--- src/rtl/uart_tx_buffer.sv ---
// uart_tx_buffer: DEPTH-byte FIFO feeding a UART transmitter through a level start/done handshake; start rises 2 cycles after a write to an idle buffer.
// Backpressure: o_wr_ready is low while full and writes then are dropped; UART_TX_BUF_OVF_FLAG_EN adds a sticky overflow flag.
module uart_tx_buffer #(
  parameter int DEPTH = 16,
  localparam int AW = $clog2(DEPTH)
) (
  input  logic          i_clk,
  input  logic          i_aresetn,
  input  logic          i_wr_valid,
  input  logic [7:0]    i_wr_data,
  output logic          o_wr_ready,
  output logic          o_tx_start,
  output logic [7:0]    o_tx_data,
  input  logic          i_tx_done,
  output logic [AW:0]   o_level,
  output logic          o_empty,
  output logic          o_full,
  output logic          o_busy
`ifdef UART_TX_BUF_OVF_FLAG_EN
  ,
  input  logic          i_ovf_clr,
  output logic          o_overflow
`endif
);

  typedef enum logic [1:0] {IDLE, LOAD, SEND} state_t;

  localparam logic [AW:0] FULL_LVL = (AW+1)'(DEPTH);

  state_t        state_q, state_d;
  logic [7:0]    mem [DEPTH];
  logic [AW-1:0] wr_ptr, rd_ptr;
  logic          wr_acc, pop, tx_start_d;
  logic [AW:0]   level_d;

  // o_wr_ready is registered, so acceptance always reflects the pre-edge fill state
  assign wr_acc = i_wr_valid && o_wr_ready;
  assign pop    = (state_q == LOAD);

  always_comb begin
    level_d = o_level;
    if (wr_acc && !pop)
      level_d = o_level + (AW+1)'(1);
    else if (!wr_acc && pop)
      level_d = o_level - (AW+1)'(1);
  end

  always_comb begin
    state_d    = state_q;
    tx_start_d = o_tx_start;
    unique case (state_q)
      IDLE: if (!o_empty) state_d = LOAD;
      LOAD: begin
        tx_start_d = 1'b1;
        state_d    = SEND;
      end
      SEND: if (i_tx_done) begin
        tx_start_d = 1'b0;
        state_d    = (level_d != '0) ? LOAD : IDLE;
      end
      default: state_d = IDLE;
    endcase
  end

  always_ff @(posedge i_clk or negedge i_aresetn) begin
    if (!i_aresetn) state_q <= IDLE;
    else            state_q <= state_d;
  end

  always_ff @(posedge i_clk or negedge i_aresetn) begin
    if (!i_aresetn) begin
      wr_ptr     <= '0;
      rd_ptr     <= '0;
      o_level    <= '0;
      o_empty    <= 1'b1;
      o_full     <= 1'b0;
      o_wr_ready <= 1'b1;
      o_busy     <= 1'b0;
      o_tx_start <= 1'b0;
      o_tx_data  <= '0;
    end else begin
      if (wr_acc) wr_ptr <= wr_ptr + AW'(1);
      if (pop) begin
        rd_ptr    <= rd_ptr + AW'(1);
        o_tx_data <= mem[rd_ptr];
      end
      o_tx_start <= tx_start_d;
      o_level    <= level_d;
      o_empty    <= (level_d == '0);
      o_full     <= (level_d == FULL_LVL);
      o_wr_ready <= (level_d != FULL_LVL);
      o_busy     <= (state_d != IDLE) || (level_d != '0);
    end
  end

  always_ff @(posedge i_clk) begin
    if (wr_acc) mem[wr_ptr] <= i_wr_data;
  end

`ifdef UART_TX_BUF_OVF_FLAG_EN
  // set wins over clear so a drop in the clearing cycle is not lost
  always_ff @(posedge i_clk or negedge i_aresetn) begin
    if (!i_aresetn)                 o_overflow <= 1'b0;
    else if (i_wr_valid && o_full)  o_overflow <= 1'b1;
    else if (i_ovf_clr)             o_overflow <= 1'b0;
  end
`endif

endmodule
--- config.mk ---
export PLATFORM = sky130hd
export DESIGN_NAME = uart_tx_buffer
export DESIGN_NICKNAME = d
export VERILOG_FILES = /design/src/rtl/uart_tx_buffer.sv
export SDC_FILE = /design/constraint.sdc
export NUM_CORES = 1
export LEC_CHECK = 0
export CORE_MARGIN = 3
export CORE_UTILIZATION = 35
export DETAILED_ROUTE_END_ITERATION = 16
export SYNTH_ARGS = -nofsm -noshare
export SYNTH_HDL_FRONTEND = slang
export SYNTH_SLANG_ARGS = --single-unit
export TNS_END_PERCENT = 5
--- constraint.sdc ---
create_clock -name i_clk -period 3.4 [get_ports i_clk]
set_input_delay 0.68 -clock i_clk [delete_from_list [all_inputs] [get_ports i_clk]]
set_output_delay 0.68 -clock i_clk [all_outputs]
set_load 0.03 [all_outputs]
### Word-level counts from Yosys, hierarchy flattened

Memory sizes are Yosys's and may differ from the RTL's. A register that Yosys moved wholly into a read port is not among the register bits.
Index checks and enable logic that the tools add are counted.

* register bits: 20
* RAM bits: 128
* bits of input ports: 12
* output and inout bits: 18
* memories: 1

* $add $sub $neg: 4
* equality and inequality tests: 5
* muxes and demuxes: 10
* reductions and logical operators: 13

Memories
* mem: depth 16, bits a word 8, read ports 1, clocked after memory_dff 1, write ports 1, line 31 `logic [7:0] mem [DEPTH];`

Operator list (number)
* 5-bit two-way mux: 2
* 4-bit by 1-bit adder with 4-bit output (second input constant): 2
* 2-bit case mux with 3 select lines: 1
* 5-bit by 1-bit adder with 5-bit output (second input constant): 1
* 5-bit equality test (second input constant): 1
* 5-bit logical NOT: 1
* 5-bit inequality test (second input constant): 1
* 5-bit nonzero test: 1
* 5-bit by 1-bit subtractor with 5-bit output (second input constant): 1
* 1-bit two-way mux: 4
* 2-bit two-way mux: 2
* 2-bit nonzero test: 2
* 1-bit logical AND: 3
* 1-bit logical NOT: 3
* 2-bit by 1-bit equality test with 1-bit output (second input constant): 1
* 2-bit equality test (second input constant): 1
* 2-bit logical NOT: 1
* 2-bit inequality test (second input constant): 1
* 1-bit case mux with 2 select lines: 1
* 2-bit AND reduction: 1
* 1-bit logical OR: 1

### Longest topological paths before layout

Gate-level depths: netlist of the first run.

* depth in word-level cells: 11
* depth in mapped cells: 8
* gate-level depth less buffers: 8

### Worst setup path after synthesis of the first run

Ideal clock, no wire load.

* path kind: input -> register
* from: in i_wr_valid
* to: reg o_busy
* arrival time: 1.876 ns
* required time: 3.253 ns
* setup slack: 1.377 ns
* stages: 6
* path buffers: 1
* cell sequence: and2_1 > buf_6 > nor4b_1 > nor3_1 > a2111oi_4 > o2111ai_1

* longest elaborated chain between the ends: 11
* elaborated cells between the ends (all ways): 12
* classes of those cells: mux (5); reduce/logical (7)

Ends and longest elaborated chain
* start: declaration: line 9 `input logic i_wr_valid,`
* 1-bit logical AND *: line 37 `assign wr_acc = i_wr_valid && o_wr_ready;`
* 1-bit logical NOT: line 44 `else if (!wr_acc && pop)`
* 1-bit logical AND: line 44
* 5-bit two-way mux: line 44
* 5-bit two-way mux *: line 42 `if (wr_acc && !pop)`
* 5-bit nonzero test *: line 59, 92
* 1-bit two-way mux: line 59 `state_d = (level_d != '0) ? LOAD : IDLE;`
* 2-bit two-way mux: line 57 `SEND: if (i_tx_done) begin`
* 2-bit case mux with 3 select lines: line 51 `unique case (state_q)`
* 2-bit nonzero test: line 92 `o_busy <= (state_d != IDLE) || (level_d != '0);`
* 1-bit logical OR *: line 92
* end signal: assignment: line 92
* end: declaration: line 18 `output logic o_busy`

Mark *: on every way between the ends. The rest lies on a longest branch, timed or not.
A chain may end at the register's enable or synchronous reset.

### Final worst setup path of the first run

* from: reg o_wr_ready
* to: out o_wr_ready

RTL lines
* start: declaration: line 11 `output logic o_wr_ready,`
* start signal: assignment: line 91 `o_wr_ready <= (level_d != FULL_LVL);`

No word-level cell between the ends.

==> impl_metrics.py, run 1 <==
metrics = {
    "power_and_ir_drop": {
        "pwr-share-seq": 0.403,
        "p_sw_frac": 0.324,
        "leakage_nw": 2.54,
        "switchingPower_mw": 2.14,
        "comb_power_share": 0.308,
        "power.density_nw_per_um2": 886,
        "clkPwrFrac": 0.289,
        "p_int_mw": 4.47,
        "vdd_ir_drop_max_v": 0.000542,
    },
    "sta": {
        "tns_ns": 0,
        "tightest_slew_ns": 0.986,
        "layout_setup_ws_ns": 1.07,
        "slew_violations": 0,
        "setup_viol": 0,
        "fin_worst_skew_ns": 0.00870,
        "fin_crit_sh": 0.686,
        "fmax_mhz": 428,
        "relSlewSlack": 0.342,
        "post-route-min-period_ns": 2.33,
        "finalHoldViolations": 0,
        "rsz0062_at_grt": "false",
    },
    "clocking": {
        "cts_resized": 0,
        "cts_max_level": 4,
        "cts_post_setup_buffers_inserted": 0,
        "cts_tree": "built",
        "clock_latency_ns": 0.42,
        "cts.sink_count": 156,
        "cts_buffers": 17,
        "ctsHoldBuffers": 0,
        "cts-root-buf": "clkbuf_16",
        "cts.path.max_buffers": 2,
        "clk_pin_slew_ns": 0.06,
    },
    "layout": {
        "area_growth_pct": 17.5,
        "nFillCells": 1551,
        "n_antenna_cell": 0,
        "fin_cells": 609,
        "multi_input_area_um2": 1650,
        "layout-drive-gt1-share": 0.188,
        "final_area_um2": 7450,
        "seq_area_um2": 4550,
        "layout.nets": 390,
    },
    "routing": {
        "drt_pass1_iterations": 4,
        "drc": 0,
        "via_per_inst": 5.04,
        "via_count": 3072,
        "ant_nets": 0,
        "drt_iter0_markers": 230,
        "detail_route.wl_per_cell_um": 20.2,
        "wl_mm": 12.3,
    },
    "synth": {
        "ys.flop_type": "edfxtp_1",
        "synth_top_family_by_area": "multiplexers",
        "synth_fa_ha_area_frac": 0.0138,
        "async_reset_ff_frac": 0.179,
        "yosysUniqueCellTypes": 41,
        "synth-compound-area-share": 0.0302,
        "synthMuxAreaShare": 0.145,
        "synthCells": 336,
        "synth_edf_count": 128,
        "synthSimpleGateAreaFrac": 0.0586,
        "ys_ff_latch": 156,
        "syn_avg_cell_area_um2": 18.9,
        "syn_nets": 355,
        "synth_xor_area_frac": 0.0124,
        "syn_area_um2": 6340,
        "yosysWarnings": 0,
        "yosysSeqAreaShare": 0.717,
    },
    "flow_run": {
        "drv_cap": 0,
    },
    "placed_design": {
        "portBuffers": 29,
        "dpl_worst_slack_ns": 0.675,
        "post-dp-hpwl_mm": 7.85,
        "dpl-instance-area_um2": 6850,
        "dp_cells": 577,
        "place.gp.congestion": 0.771,
    },
    "floorplan": {
        "coreArea_um2": 17500,
        "die_width_um": 141,
        "die_h_um": 141,
        "num_rows": 48,
        "start_util": 0.362,
        "dieArea_um2": 19800,
        "io_pins": 30,
    },
    "worst_hold_path": {
        "hp-start": "wr_ptr[2]",
        "min_path_type": "flip-flop to flip-flop",
    },
    "setup_path": {
        "cpMaxStageDelayCell": "clkdlybuf4s50_1",
        "cp-startpoint": "o_wr_ready",
        "crit_arrival_ns": 1.65,
        "crit_fanout": 4,
        "critPathTopFamily": "buffers and inverters",
        "worst-path-buf-inv": 1,
        "slowest_delay_ns": 0.68,
        "critPathKind": "flip-flop to output port",
        "crit_path_cell_trace": "clkdlybuf4s50_1",
        "cp-end-kind": "output port",
        "cp-start-kind": "flip-flop",
        "crit_required_ns": 2.72,
        "reg2reg_from": "state_q[1]",
    },
    "grt": {
        "grt_pass1_vias": 3267,
        "gr-total-overflow": 0,
        "antenna_found_initial": 0,
        "grt_usage": 0.132,
        "grt_pass1_wl_mm": 19.3,
        "grt_max_degree": 36,
    },
    "run_status": {
        "outcome": "finished clean",
    },
}
synthesized netlist by cell type, drive strengths merged, types with 8 or more instances:
| cell type | n | area, um^2 |
|---|---|---|
| inv | 9 | 33.8 |
| mux2i | 8 | 80.1 |
| and2 | 16 | 100 |
| nand2 | 13 | 48.8 |
| buf | 10 | 82.6 |
| a221o | 8 | 80.1 |
| xnor2 | 9 | 78.8 |
| nor3 | 12 | 60.1 |
| mux2 | 8 | 90.1 |
| edfxtp | 128 | 3840 |
| dfrtp | 26 | 651 |
| mux4 | 32 | 751 |
power groups by stage:
| stage | logic (mW) | registers [mW] | clock network, mW |
|---|---|---|---|
| CTS | 2.08 | 2.67 | 1.95 |
| detailed placement | 2.07 | 2.71 | 0 |
| floorplan | 1.38 | 2.75 | 0 |
| finish | 2.03 | 2.66 | 1.91 |
| global placement | 2.05 | 2.70 | 0 |
| global route | 2.20 | 2.70 | 2.05 |
kinds of logic after synthesis:
kind of cell / Yosys count
and+or+nand+nor: 68
xor gates and xnor gates: 9
DFF: 156
adders and majority gates: 7
muxes: 48
AOI/OAI and AO/OA: 22
buffers and inverters: 26
path summary, 6_finish.rpt:
kind | slack (ns) | endpoint | cells past startpoint
min in group asynchronous | 0.79 | o_tx_start | 1
hold reg to reg | 0.52 | wr_ptr[2] | 1
hold / removal | 0.52 | wr_ptr[2] | 1
setup reg to reg | 1.27 | o_busy | 6
max in group asynchronous | 1.84 | o_empty | 2
setup / recovery | 1.07 | o_wr_ready | 1
placed cells by master, fill, tap and decap left out, types with 2 or more instances in the layout:
master / netlist / layout
xnor2_1: 9 / 9
mux4_2: 24 / 24
a221o_1: 8 / 8
and2_1: 16 / 16
clkinv_4: 0 / 5
nor3_1: 12 / 12
clkdlybuf4s50_1: 0 / 29
nand3_1: 4 / 4
dfrtp_1: 26 / 25
nand2_1: 13 / 13
o21ai_0: 3 / 3
nor2b_1: 2 / 2
nand4_1: 2 / 2
inv_1: 9 / 9
ha_1: 7 / 7
buf_4: 1 / 3
clkbuf_16: 0 / 17
mux4_1: 8 / 8
and3_1: 6 / 6
edfxtp_1: 128 / 128
dfstp_2: 2 / 2
a21oi_1: 3 / 3
inv_8: 0 / 4
nor2_1: 6 / 6
mux2_2: 8 / 8
o211ai_1: 2 / 2
inv_6: 0 / 3
bufinv_16: 0 / 2
mux2i_1: 8 / 8
layer usage:
layer / vias up / track usage / wire length, um
met1: 1583 / 0.176 / 5380
met2: 62 / 0.215 / 6370
met3: 11 / 0.0326 / 422
met4: 0 / 0.0459 / 122
met5: - / 0 / 0
li1: 1416 / - / -
area by class of cell:
type	instances	area share
clock buffers	17	0.0571
clock inverters	15	0.0240
inverters	9	0.00453
multi-input cells	154	0.221
flip-flops and latches	156	0.610
well taps	225	0.0378
repair buffers	33	0.0447
sequential cells by signal (all words and copies together) (netlist names):
name and cells:
o_level 5, rd_ptr 4, o_tx_start 1, wr_ptr 4, o_empty 1, state_q 2
o_tx_data 8, mem 128, o_full 1, o_wr_ready 1, o_busy 1
through the flow:
stage | hold slack, ns | total power, mW | utilization
4_1_cts | 0.520 | 6.69 | 0.425
2_1_floorplan | 0.384 | 4.13 | -
3_5_place_dp | 0.511 | 4.78 | 0.390
3_3_place_gp | 0.516 | 4.75 | 0.390
6_report | 0.518 | 6.61 | 0.425
5_1_grt | 0.551 | 6.96 | 0.425
No activity file was read; power rests on OpenSTA's default activity.
==> run 2, diff against run 1 <==
==> constraint.sdc (replaced) <==
create_clock -name i_clk -period 2.1 [get_ports i_clk]
set_input_delay 0.42 -clock i_clk [delete_from_list [all_inputs] [get_ports i_clk]]
set_output_delay 0.42 -clock i_clk [all_outputs]
set_load 0.03 [all_outputs]
==> impl_metrics.py, run 2 (same netlist as run 1, synthesis figures left out) <==
metrics = {
    "setup_path": {
        "worst-path-buf-inv": 1,
        "crit_required_ns": 1.68,
        "r2r_end": "o_busy",
        "critPathTopFamily": "buffers and inverters",
        "reg2reg_from": "o_level[0]",
        "r2r_cells": 6,
        "crit_arrival_ns": 1.63,
        "cpMaxStageDelayCell": "clkdlybuf4s50_1",
        "cp-end-kind": "output port",
        "crit_fanout": 3,
        "r2r_slack_ns": 0.11,
        "cp-start-kind": "flip-flop",
        "cp-startpoint": "o_empty",
        "crit_path_cell_trace": "clkdlybuf4s50_1",
        "slowest_delay_ns": 0.67,
        "critPathKind": "flip-flop to output port",
    },
    "routing": {
        "wl_mm": 12.4,
        "drt_pass1_iterations": 4,
        "detail_route.wl_per_cell_um": 19.1,
        "drt_iter0_markers": 122,
        "via_per_inst": 5.00,
        "ant_nets": 0,
        "drc": 0,
        "via_count": 3240,
    },
    "power_and_ir_drop": {
        "power.density_nw_per_um2": 1380,
        "leakage_nw": 2.76,
        "vdd_ir_drop_max_v": 0.000743,
    },
    "grt": {
        "grt_pass1_wl_mm": 19.5,
        "grt_util_met2": 0.223,
        "grt_max_degree": 36,
        "antenna_found_initial": 0,
        "grt_use_met3": 0.0299,
        "grt_pass1_vias": 3409,
        "grt_usage": 0.133,
        "gr-total-overflow": 0,
        "grt-busiest-layer": "met2",
        "met1_usage": 0.170,
    },
    "placed_design": {
        "dpl_worst_slack_ns": -0.292,
        "dp_cells": 614,
        "portBuffers": 29,
        "post-dp-hpwl_mm": 8.11,
        "place.gp.congestion": 0.808,
    },
    "sta": {
        "fin_crit_sh": 0.976,
        "tightest_slew_ns": 0.575,
        "relSlewSlack": 0.615,
        "post-route-min-period_ns": 2.05,
        "setup_viol": 0,
        "tns_ns": 0,
        "fin_worst_skew_ns": 0.00885,
        "layout_setup_ws_ns": 0.0512,
        "slew_violations": 0,
        "fmax_mhz": 488,
        "finalHoldViolations": 0,
    },
    "floorplan": {
        "die_h_um": 141,
        "start_util": 0.362,
        "dieArea_um2": 19800,
        "num_rows": 48,
        "io_pins": 30,
        "die_width_um": 141,
        "coreArea_um2": 17500,
    },
    "layout": {
        "layout.nets": 429,
        "layout-drive-gt1-share": 0.277,
        "fin_cells": 648,
        "largest_reg_flops": 128,
        "reg_top3": "mem (128), o_tx_data (8), o_level (5)",
        "area_growth_pct": 23.7,
        "nFillCells": 1519,
        "regMostFlops": "mem",
        "final_common_cell": "edfxtp_1",
        "layout_common_cells": "edfxtp_1 (128), buf_4 (33), clkdlybuf4s50_1 (27)",
        "n_antenna_cell": 0,
    },
    "worst_hold_path": {
        "min_path_type": "input port to async pin",
    },
    "clocking": {
        "clock_latency_ns": 0.42,
        "cts_max_level": 4,
        "cts_buffers": 17,
        "ctsHoldBuffers": 0,
        "cts-root-buf": "clkbuf_16",
        "cts.path.max_buffers": 2,
        "cts_tree": "built",
        "clk_pin_slew_ns": 0.06,
        "cts.sink_count": 156,
    },
    "run_status": {
        "outcome": "finished clean",
    },
    "flow_run": {
        "drv_cap": 0,
    },
}
-- run 2: layout make-up --
| class | count | area [um^2] | area share |
|---|---|---|---|
| timing repair buffer | 72 | 743 | 0.0947 |
| clock buffer | 18 | 429 | 0.0547 |
| tap | 225 | 282 | 0.0359 |
| sequential | 156 | 4550 | 0.580 |
| inverter | 9 | 33.8 | 0.00431 |
| clock inverter | 14 | 134 | 0.0171 |
| multi-input combinational | 154 | 1670 | 0.213 |
-- run 2: report_power, final --
group / leakage, nW / total, mW / internal [mW] / switching (mW)
Sequential: 1.49 / 4.21 / 3.89 / 0.318
Clock: 0.278 / 2.88 / 1.65 / 1.23
Combinational: 1.00 / 3.76 / 1.83 / 1.93
-- run 2: metal layers --
metal	up-vias	part of all wire
li1	1491	-
met1	1668	0.42
met2	63	0.53
met3	18	0.035
met4	0	0.017
met5	-	0
-- run 2: how the worst max path moves through the flow --
stage | end | slack (ns) | depth (start not counted)
final | o_empty | 0.05 | 1
after global routing | o_busy | -0.08 | 6
after CTS | o_wr_ready | 0.003 | 1
after detailed placement | o_busy | -0.29 | 6
after global placement | o_busy | -0.17 | 6
after floorplan | o_busy | 0.12 | 6
-- run 2: timing repair --
action,4_1_cts,5_1_grt
buffers inserted,0,2
setup endpoints to repair,0,6
endpoints found under the hold margin,0,0
gates resized for setup,0,9
-- run 2: per-stage QoR --
step | util | hold WS (ns) | power [mW] | cell area (um^2)
after floorplan | - | 0.124 | 6.69 | 6340
after global placement | 0.413 | 0.512 | 7.96 | 7240
after detailed placement | 0.413 | 0.517 | 8.03 | 7240
after CTS | 0.445 | 0.384 | 10.9 | 7800
after global routing | 0.447 | 0.408 | 11.4 | 7850
final | 0.447 | 0.386 | 10.9 | 7850
